$ cat config.mk
export PLATFORM = sky130hd
export DESIGN_NAME = pc_seq_ctrl
export DESIGN_NICKNAME = d
export VERILOG_FILES = /design/src/rtl/pc_seq_ctrl.sv
export SDC_FILE = /design/constraint.sdc
export NUM_CORES = 1
export LEC_CHECK = 0
export BUFFER_PORTS_ARGS = -buffer_cell sky130_fd_sc_hd__clkbuf_2
export CAP_MARGIN = 20
export CORE_ASPECT_RATIO = 0.7
export CORE_MARGIN = 2
export CORE_UTILIZATION = 32
export CTS_CLUSTER_SIZE = 24
export DETAILED_ROUTE_END_ITERATION = 8
export GPL_TIMING_DRIVEN = 0
export PLACE_DENSITY_LB_ADDON = 0.08
export SLEW_MARGIN = 40
export SYNTH_ARGS = -nofsm -noshare
export SYNTH_HDL_FRONTEND = slang
export SYNTH_SLANG_ARGS = --single-unit
$ cat constraint.sdc
create_clock -name clk -period 2.4 [get_ports clk]
set_clock_uncertainty 0.15 [all_clocks]
set_input_delay 0.36 -clock clk [delete_from_list [all_inputs] [get_ports clk]]
set_output_delay 0.36 -clock clk [all_outputs]
set_load 0.01 [all_outputs]
$ cat src/rtl/pc_seq_ctrl.sv
// rtl/pc_seq_ctrl.sv - PC owner and fetch/execute sequencer for the RV32I core.
// Optional feature: PC_MISALIGN_CHK_EN (misaligned jmp/br targets trap to trap_vec).
module pc_seq_ctrl #(
    parameter logic [31:0] RESET_PC     = 32'h0000_0000,
    parameter int          FLUSH_CYCLES = 2
) (
    input  logic        clk,
    input  logic        rst_n,
    input  logic        ex_valid,
    input  logic        br_pc_w_op,
    input  logic [31:0] br_pc_w_val,
    input  logic        jmp_pc_w_op,
    input  logic [31:0] jmp_pc_w_val,
    input  logic        trap_req,
    input  logic [31:0] trap_vec,
    input  logic        fetch_ack,
    output logic        fetch_req,
    output logic [31:0] fetch_addr,
    output logic [31:0] reg_pc_val,
    output logic        flush,
    output logic        misalign_err
);

    typedef enum logic [1:0] {
        ST_FETCH_PEND = 2'd0,
        ST_FETCH      = 2'd1,
        ST_WAIT_EX    = 2'd2,
        ST_FLUSH      = 2'd3
    } state_t;

    // Counter is loaded with FLUSH_CYCLES-1 and counts down to zero inside FLUSH.
    localparam logic [3:0] FLUSH_LAST = (FLUSH_CYCLES > 0) ? 4'(FLUSH_CYCLES - 1) : 4'd0;
    localparam bit         HAS_FLUSH  = (FLUSH_CYCLES > 0);

    state_t      state_q, state_d;
    logic [31:0] pc_q, pc_d;
    logic [3:0]  flush_cnt_q, flush_cnt_d;
    logic        fetch_req_q, fetch_req_d;
    logic        flush_q, flush_d;
    logic        misalign_q, misalign_d;

    logic        redirect;
    logic [31:0] redirect_pc;
    logic [31:0] exec_tgt;
    logic [31:0] exec_tgt_fixed;
    logic        exec_tgt_bad;

    // Jump wins over branch; the losing request is simply dropped.
    always_comb begin
        exec_tgt = jmp_pc_w_op ? jmp_pc_w_val : br_pc_w_val;
    end

`ifdef PC_MISALIGN_CHK_EN
    always_comb begin
        exec_tgt_bad   = (exec_tgt[1:0] != 2'b00);
        exec_tgt_fixed = exec_tgt_bad ? trap_vec : exec_tgt;
    end
`else
    always_comb begin
        exec_tgt_bad   = 1'b0;
        exec_tgt_fixed = {exec_tgt[31:2], 2'b00};
    end
`endif

    always_comb begin
        state_d     = state_q;
        pc_d        = pc_q;
        flush_cnt_d = flush_cnt_q;
        misalign_d  = 1'b0;
        redirect    = 1'b0;
        redirect_pc = pc_q;

        case (state_q)
            ST_FETCH_PEND: begin
                state_d = ST_FETCH;
            end
            ST_FETCH: begin
                // A trap overrides the fetch; any ack on the same edge is discarded.
                if (trap_req) begin
                    redirect    = 1'b1;
                    redirect_pc = trap_vec;
                end else if (fetch_ack) begin
                    state_d = ST_WAIT_EX;
                end
            end
            ST_WAIT_EX: begin
                if (trap_req) begin
                    redirect    = 1'b1;
                    redirect_pc = trap_vec;
                end else if (ex_valid) begin
                    if (jmp_pc_w_op || br_pc_w_op) begin
                        redirect    = 1'b1;
                        redirect_pc = exec_tgt_fixed;
                        misalign_d  = exec_tgt_bad;
                    end else begin
                        pc_d    = pc_q + 32'd4;
                        state_d = ST_FETCH;
                    end
                end
            end
            ST_FLUSH: begin
                if (flush_cnt_q == 4'd0) begin
                    state_d = ST_FETCH;
                end else begin
                    flush_cnt_d = flush_cnt_q - 4'd1;
                end
            end
            default: begin
                state_d = ST_FETCH_PEND;
            end
        endcase

        if (redirect) begin
            pc_d = redirect_pc;
            if (HAS_FLUSH) begin
                state_d     = ST_FLUSH;
                flush_cnt_d = FLUSH_LAST;
            end else begin
                state_d = ST_FETCH;
            end
        end

        fetch_req_d = (state_d == ST_FETCH);
        flush_d     = (state_d == ST_FLUSH);
    end

    always_ff @(posedge clk or negedge rst_n) begin
        if (!rst_n) begin
            state_q     <= ST_FETCH_PEND;
            pc_q        <= RESET_PC;
            flush_cnt_q <= 4'd0;
            fetch_req_q <= 1'b0;
            flush_q     <= 1'b0;
            misalign_q  <= 1'b0;
        end else begin
            state_q     <= state_d;
            pc_q        <= pc_d;
            flush_cnt_q <= flush_cnt_d;
            fetch_req_q <= fetch_req_d;
            flush_q     <= flush_d;
            misalign_q  <= misalign_d;
        end
    end

    assign fetch_req    = fetch_req_q;
    assign fetch_addr   = pc_q;
    assign reg_pc_val   = pc_q;
    assign flush        = flush_q;
    assign misalign_err = misalign_q;

endmodule

==> run summary, run 1 <==
Comb pwr share: 57.1%
Dpl hpwl: 9506 microns
TritonCTS clock tree: done
Syn nets: 518
Routability cong.: 0.8825
Fin area: 4683 sq um
Dpl cell area: 4398 sq um
Area of the multi-input gates: 2067 sq um
CTS buffer count: 5
Slew HR: 60.31%
Worst skew pair latency: 280 ps
Lkg Pwr: 2.309 nW
Unrepaired setup endpoints after global routing: no
Core footprint: 10360 sq um
Achievable Freq: 0.4456 GHz
Mapped Cells: 407
DRC Markers: 0
Clk pwr share: 13.0%
Setup_tns: 0 ps
Tot Pwr: 5.014 mW
# setup viols final: 0
Reg area: 1003 sq um
Clk sinks: 40
Via Count: 3770
Area Overhead vs Synth: 36.96%
Drt wl/cell: 17.64 microns
Fin. Hold Viols: 0
Die W: 127.6 microns
Async set-reset flop share out of synthesis: 100.0%
Cell variety after synth: 61
WS Path Type: reg2reg
Main synth FF type: dfrtp_1
Maximum vdd drop: 0.0004118 V
Vias in the first global route: 3436
Yosys warning total: 0
Final min period: 2244 ps
Number of flops mapped to enable cells by yosys: 0
CP max FO: 10
Die H: 90.49 microns
Hold Path Class: in2reg
Final cell count without fillers: 715
Syn_area_per_cell: 8.402 sq um
DR iter-0 viols: 176
Nets: 694
Number of synthesized register bits: 40
Period utilisation layout: 93.51%
Root Driver: clkbuf_16
Number of max-cap violations: 0
Placed insts: 701
Gr usage total: 21.23%
Required @ worst endpoint: 2410 ps
Measured slew at the worst slew-check pin: 595.4 ps
Final slew viol count: 0
Mapped Area: 3420 sq um
Post-synth top area share: 29.27%
Yosys top cell by area: dfrtp_1
DIE AREA: 11540 sq um
Drt first pass iters: 4
Switch Pwr: 2.336 mW
Remaining Overflow, GRT: 0
Via density: 5.273
Cell Int Power: 2.678 mW
Sequential fraction of the synthesis area: 29.27%
Row count: 31
Final wirelength: 12620 microns
Sw frac: 46.59%
Largest net degree at the start of global routing: 41
Fillers: 1050
Worst EP arrival: 2250 ps
Antenna-violating nets left: 0
IO buf count: 162
Layout cells sized above 1: 43.40%
Sequential share of power: 29.9%
Clk buf depth: 2
Initial antenna violation count: 0
Global-route wire length before repair: 19090 microns
CP endpoint kind: flop
Top cells by instance count after synthesis: 40 x dfrtp_1, 40 x nand2_1, 36 x buf_4, 34 x nor2_1, 31 x a21oi_1
Boundary Pins: 170
Status: complete, no violations
Clk slew on worst S/H paths: 60 ps
Initial core utilization: 33.02%
Pwr/cell area: 1071 nW/um^2
Worst Setup Start Kind: flop
H-tree depth: 2
# diodes: 0
Top post-synthesis cells by area: dfrtp_1 29%, mux2i_1 8.8%, buf_4 7.9%
==> sequential cells by signal, indices dropped and copies added, names as in the netlist <==
register	flops
flush	1
fetch_addr	32
flush_cnt_q	4
fetch_req	1
state_q	2
==> worst max-delay path, stage by stage, from the launching register on <==
cell,delay (ps)
dfrtp_2,420
inv_1,80
ha_1,260
a21o_2,260
o211ai_2,170
buf_6,210
clkbuf_4,230
o31ai_1,90
a21oi_1,190
a21oi_1,60
==> cell families (layout without fill, tap and decap cells) <==
kind of cell               Yosys count  count (layout)  share of synthesized area (%)
buffers and inverters               65             241                          11.67
and+or+nand+nor                    132             132                          20.82
muxes                               31              31                          9.111
other                                1               1                         0.1097
xor gates and xnor gates             3               3                         0.7685
AOI/OAI and AO/OA                  127             127                          25.32
DFF                                 40              40                          29.27
adders and majority gates            8               8                          2.927
==> metrics by stage <==
stage | hold slack, ps | setup slack (ps) | utilization, %
after global placement | 336.8 | -144.2 | 42.44
after global routing | 160.2 | 17.66 | 45.22
final | 147.8 | 155.7 | 45.22
after detailed placement | 276.2 | -147.3 | 42.47
after CTS | 147.7 | 4.985 | 44.05
after floorplan | -85.59 | 296.1 | -
==> final timing paths <==
| check | start | to | slack [ps] | depth (start not counted) |
|---|---|---|---|---|
| setup / recovery | state_q[0] | fetch_addr[9] | 160 | 9 |
| min in group asynchronous | rst_n | fetch_addr[25] | 480 | 2 |
| hold / removal | trap_vec[0] | fetch_addr[0] | 150 | 3 |
| hold reg to reg | fetch_addr[0] | fetch_addr[0] | 350 | 2 |
| max in group asynchronous | rst_n | state_q[0] | 1170 | 2 |
| setup reg to reg | state_q[0] | fetch_addr[9] | 160 | 9 |
==> routing by layer <==
metal / GRT usage (%) / wire length (microns)
met2: 30.66 / 5444
met1: 32.21 / 6103
met3: 4.147 / 893
met5: 0 / 0
met4: 5.220 / 174
==> placed cells by master (no fill, tap or decap), types with 7 or more instances in the layout <==
| cell type | instances |
|---|---|
| mux2i_1 | 30 |
| a21oi_1 | 31 |
| inv_1 | 7 |
| nor3_1 | 8 |
| o22a_1 | 8 |
| nand2_1 | 40 |
| clkbuf_2 | 172 |
| nand3_1 | 16 |
| nor2_1 | 33 |
| a211oi_1 | 13 |
| a31oi_1 | 7 |
| o22ai_1 | 8 |
| o21ai_0 | 11 |
| dfrtp_1 | 38 |
| buf_4 | 41 |
| o21ai_1 | 9 |
==> layout make-up <==
cell class	count	share of cell area, %
multi-input cells	302	44.14
clock buffers	6	2.752
clock inverters	1	0.1069
well taps	132	3.527
flip-flops and latches	40	21.43
inverters	7	0.5610
repair buffers	169	18.81
plain buffers	58	8.683
==> power groups by stage <==
stage	Clock, mW	Sequential [mW]	Combinational [mW]
6_report	0.652	1.50	2.86
5_1_grt	0.685	1.57	3.13
4_1_cts	0.660	1.49	2.80
3_5_place_dp	0	1.50	2.76
3_3_place_gp	0	1.48	2.75
2_1_floorplan	0	1.49	1.68
==> timing repair <==
action / 4_1_cts / 5_1_grt
endpoints found under the hold margin: 40 / 0
pin swaps: 1 / 3
hold buffers: 1 / 0
gates resized for setup: 8 / 30
setup buffers: 0 / 6
setup endpoints to repair: 23 / 31
Power figures use the tool's default switching activity.
==> run 2: changes to the inputs <==
--- a/config.mk
+++ b/config.mk
@@ -16,2 +16,3 @@
 export PLACE_DENSITY_LB_ADDON = 0.08
+export RECOVER_POWER = 25
 export SLEW_MARGIN = 40
--- a/constraint.sdc
+++ b/constraint.sdc
@@ -4,2 +4,2 @@
 set_output_delay 0.36 -clock clk [all_outputs]
-set_load 0.01 [all_outputs]
+set_load 0.05 [all_outputs]
==> run 2 against run 1 <==
Compared with the run above:
- first-iteration DRC count increased by 26%
- design area decreased by 0.85%
- critical endpoint is now fetch_addr[30]
- power increased by 31%
==> run summary, run 2 (synthesis gave the netlist of run 1 again) <==
Antenna-violating nets left: 0
Clk sinks: 40
IO buf count: 162
Fin. Hold Viols: 0
Drt wl/cell: 17.73 microns
Period utilisation layout: 94.82%
Clk slew on worst S/H paths: 60 ps
Reg area: 1005 sq um
Final core utilization: 44.84%
Measured slew at the worst slew-check pin: 1073 ps
Lkg Pwr: 2.281 nW
Commonest cells after routing, fill and taps aside: 173 x clkbuf_2, 41 x buf_4, 40 x nand2_1
Die H: 90.49 microns
DIE AREA: 11540 sq um
Setup_tns: 0 ps
Boundary Pins: 170
DRC Markers: 0
CP endpoint kind: flop
Met3 wire length: 811 microns
Max reg flops: 32
H-tree depth: 2
Required @ worst endpoint: 2430 ps
Nets: 692
Initial antenna violation count: 0
Die W: 127.6 microns
Most common cell after layout, fill and taps aside: clkbuf_2
Worst EP arrival: 2310 ps
Final wirelength: 12660 microns
Status: complete, no violations
Largest net degree at the start of global routing: 41
WS Path Type: reg2reg
Drt first pass iters: 5
# diodes: 0
Via density: 5.328
Worst skew pair latency: 290 ps
Global-route wire length before repair: 19450 microns
CP max FO: 8
Slew HR: 28.46%
Root Driver: clkbuf_16
Core footprint: 10360 sq um
Clk buf depth: 2
Via Count: 3804
# setup viols final: 0
Highest metal used: met4
Dpl hpwl: 9577 microns
Routability cong.: 0.9051
Final min period: 2276 ps
Initial core utilization: 33.02%
DR iter-0 viols: 221
Maximum vdd drop: 0.0007112 V
CTS buffer count: 5
Remaining Overflow, GRT: 0
Area of the multi-input gates: 2052 sq um
Reg-to-reg slack, setup: 120 ps
Fillers: 1050
Layout cells sized above 1: 42.96%
Hold Path Class: in2reg
Pwr/cell area: 1416 nW/um^2
Gr usage total: 21.52%
Row count: 31
Routed met1 length: 6126 microns
Achievable Freq: 0.4394 GHz
TritonCTS clock tree: done
Final slew viol count: 0
Vias in the first global route: 3468
Area Overhead vs Synth: 35.78%
Worst Setup Start Kind: flop
Met2 Wirelength: 5612 microns
Number of max-cap violations: 0
run 2: cell types whose count changed in the layout (fill, tap and decap cells not counted), sizes merged:
cell | previous run | this run
buf | 47 | 46
run 2: area by class of cell:
cell class              instances  area share [%]
well taps                     132           3.557
flip-flops and latches         40           21.64
multi-input cells             302           44.19
repair buffers                167           18.32
plain buffers                  58           8.758
clock inverters                 1          0.1078
inverters                       7          0.5659
clock buffers                   7           2.856
run 2: repair_timing:
action                     in CTS  in global routing
pin swaps                       0                  2
setup endpoints to repair      23                 33
hold buffers                    1                  0
setup buffers                   0                  4
gates resized for setup         6                 30
hold endpoints to repair       40                  0
run 2: report_power, final:
part	internal, mW	total, mW	switching, mW
Sequential	0.984	1.50	0.520
Clock	0.385	0.660	0.275
Combinational	1.31	4.41	3.10
run 2: metal layers:
metal | GRT usage (%) | up-vias
li1 | - | 1838
met1 | 31.98 | 1797
met2 | 32.84 | 160
met3 | 3.318 | 9
met4 | 4.579 | 0
met5 | 0 | -
run 2: path summary, 6_finish.rpt:
| check | cells past startpoint | end | startpoint |
|---|---|---|---|
| hold / removal | 3 | fetch_addr[1] | trap_vec[1] |
| hold reg to reg | 2 | fetch_addr[0] | fetch_addr[0] |
| setup reg to reg | 5 | fetch_addr[30] | fetch_addr[19] |
| min in group asynchronous | 2 | fetch_addr[23] | rst_n |
| max in group asynchronous | 2 | state_q[0] | rst_n |
| setup / recovery | 5 | fetch_addr[30] | fetch_addr[19] |
run 2: through the flow:
stage / power (mW) / setup slack, ps / std cells / instance area [sq um] / hold WS, ps
final: 6.577 / 124.2 / 714 / 4643 / 152.0
after global routing: 6.946 / -2.552 / 714 / 4643 / 185.2
after CTS: 6.515 / 8.713 / 710 / 4558 / 152.3
after detailed placement: 5.827 / -177.4 / 701 / 4400 / 279.4
after global placement: 5.799 / -121.0 / 701 / 4398 / 336.5
after floorplan: 4.736 / 165.8 / 407 / 3422 / -85.59
run 2: critical path: stages (launching register included):
cell      delay, ps
dfrtp_1         500
nand4_1         200
nor3_2          600
and2_1          320
nand3_1         120
o311ai_1        280
==> run 3: changes to the inputs <==
- ABC_AREA: not set -> 1
- CTS_BUF_LIST: not set -> sky130_fd_sc_hd__clkbuf_8
- TNS_END_PERCENT: not set -> 30
==> run 3 against run 2 <==
Compared with the run above:
- wire length is 8.7% higher
- power down 2.9%
- first-iteration DRC count shrank 13%
- synthesized cell count increased by 59%
- non-clock buffer count shrank 2
- sequential power down 3%
- via count up 19%
- core utilization fell by 2.4 points
==> run summary, run 3 <==
Async set-reset flop share out of synthesis: 100.0%
Routability cong.: 0.8635
R2r startpoint: state_q[0]
Unrepaired setup endpoints after global routing: no
Max reg flops: 32
Gr usage total: 21.86%
End of the worst register-to-register path: fetch_addr[18]
CP top delay family: buffers and inverters
Nets: 930
# diodes: 0
Final min period: 2209 ps
Max incr delay on CP: 440 ps
Area Overhead vs Synth: 29.70%
Status: complete, no violations
Yosys top cell by area: dfrtp_1
Number of flops mapped to enable cells by yosys: 0
Measured slew at the worst slew-check pin: 1064 ps
Mapped Cells: 647
Number of synthesized register bits: 40
Final wirelength: 13770 microns
Slew HR: 29.06%
Fin. Hold Viols: 0
Pwr/cell area: 1293 nW/um^2
Clk slew on worst S/H paths: 90 ps
Min-delay src: trap_vec[0]
Vias in the first global route: 4412
# setup viols final: 0
Critical Path, Cell by Cell: inv_1 > ha_2 > inv_1 > nor2_1 > buf_4 > buf_2 > nand3_1 > o211ai_1 > nand2_1 > nand2_1 > nand2_1
Comb pwr share: 69.6%
Sw frac: 60.69%
Slowest-stage cell, CP: dfrtp_1
Syn nets: 758
Commonest cells after routing, fill and taps aside: 255 x nand2_1, 166 x clkbuf_2, 91 x nor2_1
Sequential fraction of the synthesis area: 26.28%
CTS buffer count: 5
Initial core utilization: 32.71%
Hold Path Sink: fetch_addr[0]
Mapped Area: 3809 sq um
Hold_ws: 137.8 ps
CP endpoint kind: flop
DRC Markers: 0
Clk buf depth: 2
Lkg Pwr: 2.777 nW
Cell Int Power: 2.510 mW
Required @ worst endpoint: 2440 ps
Dpl hpwl: 11280 microns
Area of the multi-input gates: 2258 sq um
Buffer count from post-CTS setup fixing: 0
Drt first pass iters: 5
Core footprint: 11640 sq um
Reg-to-reg slack, setup: 190 ps
Top cells by instance count after synthesis: 255 x nand2_1, 91 x nor2_1, 45 x inv_1, 40 x dfrtp_1, 39 x nand3_1
Clk sinks: 40
Worst R2R Path Depth: 11
Boundary Pins: 170
Number of max-cap violations: 0
H-tree depth: 2
DIE AREA: 12800 sq um
Worst skew pair latency: 300 ps
Hold Path Class: in2reg
Maximum vdd drop: 0.0005777 V
Worst EP arrival: 2250 ps
Fillers: 1330
Antenna-violating nets left: 0
Largest net degree at the start of global routing: 41
Top post-synthesis cells by area: dfrtp_1 26%, nand2_1 25%, nor2_1 9.0%
Switch Pwr: 3.875 mW
Drt wl/cell: 14.09 microns
Cell variety after synth: 27
Most frequent cell after synthesis: nand2_1
Root Driver: clkbuf_8
Most common cell after layout, fill and taps aside: nand2_1
TritonCTS clock tree: done
Main synth FF type: dfrtp_1
Setup_tns: 0 ps
WS Path Type: reg2reg
IO buf count: 164
Clk pwr share: 7.5%
DR iter-0 viols: 193
Remaining Overflow, GRT: 0
Via density: 4.641
Syn_area_per_cell: 5.887 sq um
Post-synth top area share: 26.28%
Die H: 95.28 microns
Buffers & Inverters on Critical Path: 4
Row count: 33
Die W: 134.4 microns
Worst Setup Start Kind: flop
Initial antenna violation count: 0
Yosys warning total: 0
Worst Hold Path Cells: 3
Layout cells sized above 1: 28.41%
Most Frequent Cell on Critical Path: nand2_1
Final slew viol count: 0
Global-route wire length before repair: 22170 microns
Via Count: 4534
Period utilisation layout: 92.06%
Achievable Freq: 0.4526 GHz
Sequential share of power: 22.9%
Reg area: 1001 sq um
CP max FO: 10
-- run 3: what timing repair did --
item	4_1_cts	5_1_grt
resized for setup	0	10
setup endpoints to repair	0	13
endpoints found under the hold margin	40	0
hold buffers	1	0
-- run 3: stage by stage --
stage                     total power [mW]  area [sq um]  std cells  utilization (%)  setup slack, ps
after floorplan                      4.790          3809        647                -            344.0
after CTS                            6.426          4931        977            42.35            55.81
after global placement               5.888          4826        968            41.45            104.0
after global routing                 6.918          4940        977            42.42            3.702
after detailed placement             5.932          4828        968            41.47            68.66
final                                6.385          4940        977            42.42            190.6
-- run 3: cell families after synthesis --
family	synth area share, %
flops	26.28
fa+ha+maj	2.628
other cells	0.09846
xor+xnor	1.840
simple gates	43.89
compound gates	10.78
buf+inv	14.49
-- run 3: layout make-up --
| cell class | instances | share of cell area [%] |
|---|---|---|
| inverters | 48 | 3.647 |
| plain buffers | 58 | 7.700 |
| multi-input cells | 501 | 45.72 |
| well taps | 157 | 3.977 |
| clock inverters | 2 | 0.2026 |
| repair buffers | 165 | 16.82 |
| flip-flops and latches | 40 | 20.26 |
| clock buffers | 6 | 1.672 |
-- run 3: how the worst max path moves through the flow --
stage,startpoint,to,slack [ps],cells after the start
floorplan,fetch_addr[2],fetch_addr[24],340,8
global placement,state_q[0],fetch_addr[2],100,12
detailed placement,state_q[0],fetch_addr[2],70,12
CTS,state_q[0],fetch_addr[2],60,12
global route,state_q[0],fetch_addr[2],4,12
finish,state_q[0],fetch_addr[18],190,11
-- run 3: tightest hold or removal path: stages --
cell,delay [ps]
clkbuf_2,80
nand3_1,70
nand2_1,50
-- run 3: power groups by stage --
stage	clock, mW	combinational (mW)	sequential (mW)
detailed placement	0	4.45	1.48
finish	0.476	4.45	1.46
CTS	0.494	4.46	1.47
global placement	0	4.43	1.46
floorplan	0	2.66	2.13
global route	0.519	4.87	1.53
-- run 3: routing by layer --
metal,GRT usage [%],share of wire [%]
met5,0,0
met4,5.702,1.0
met3,3.828,6.7
met2,35.76,43
met1,30.03,49
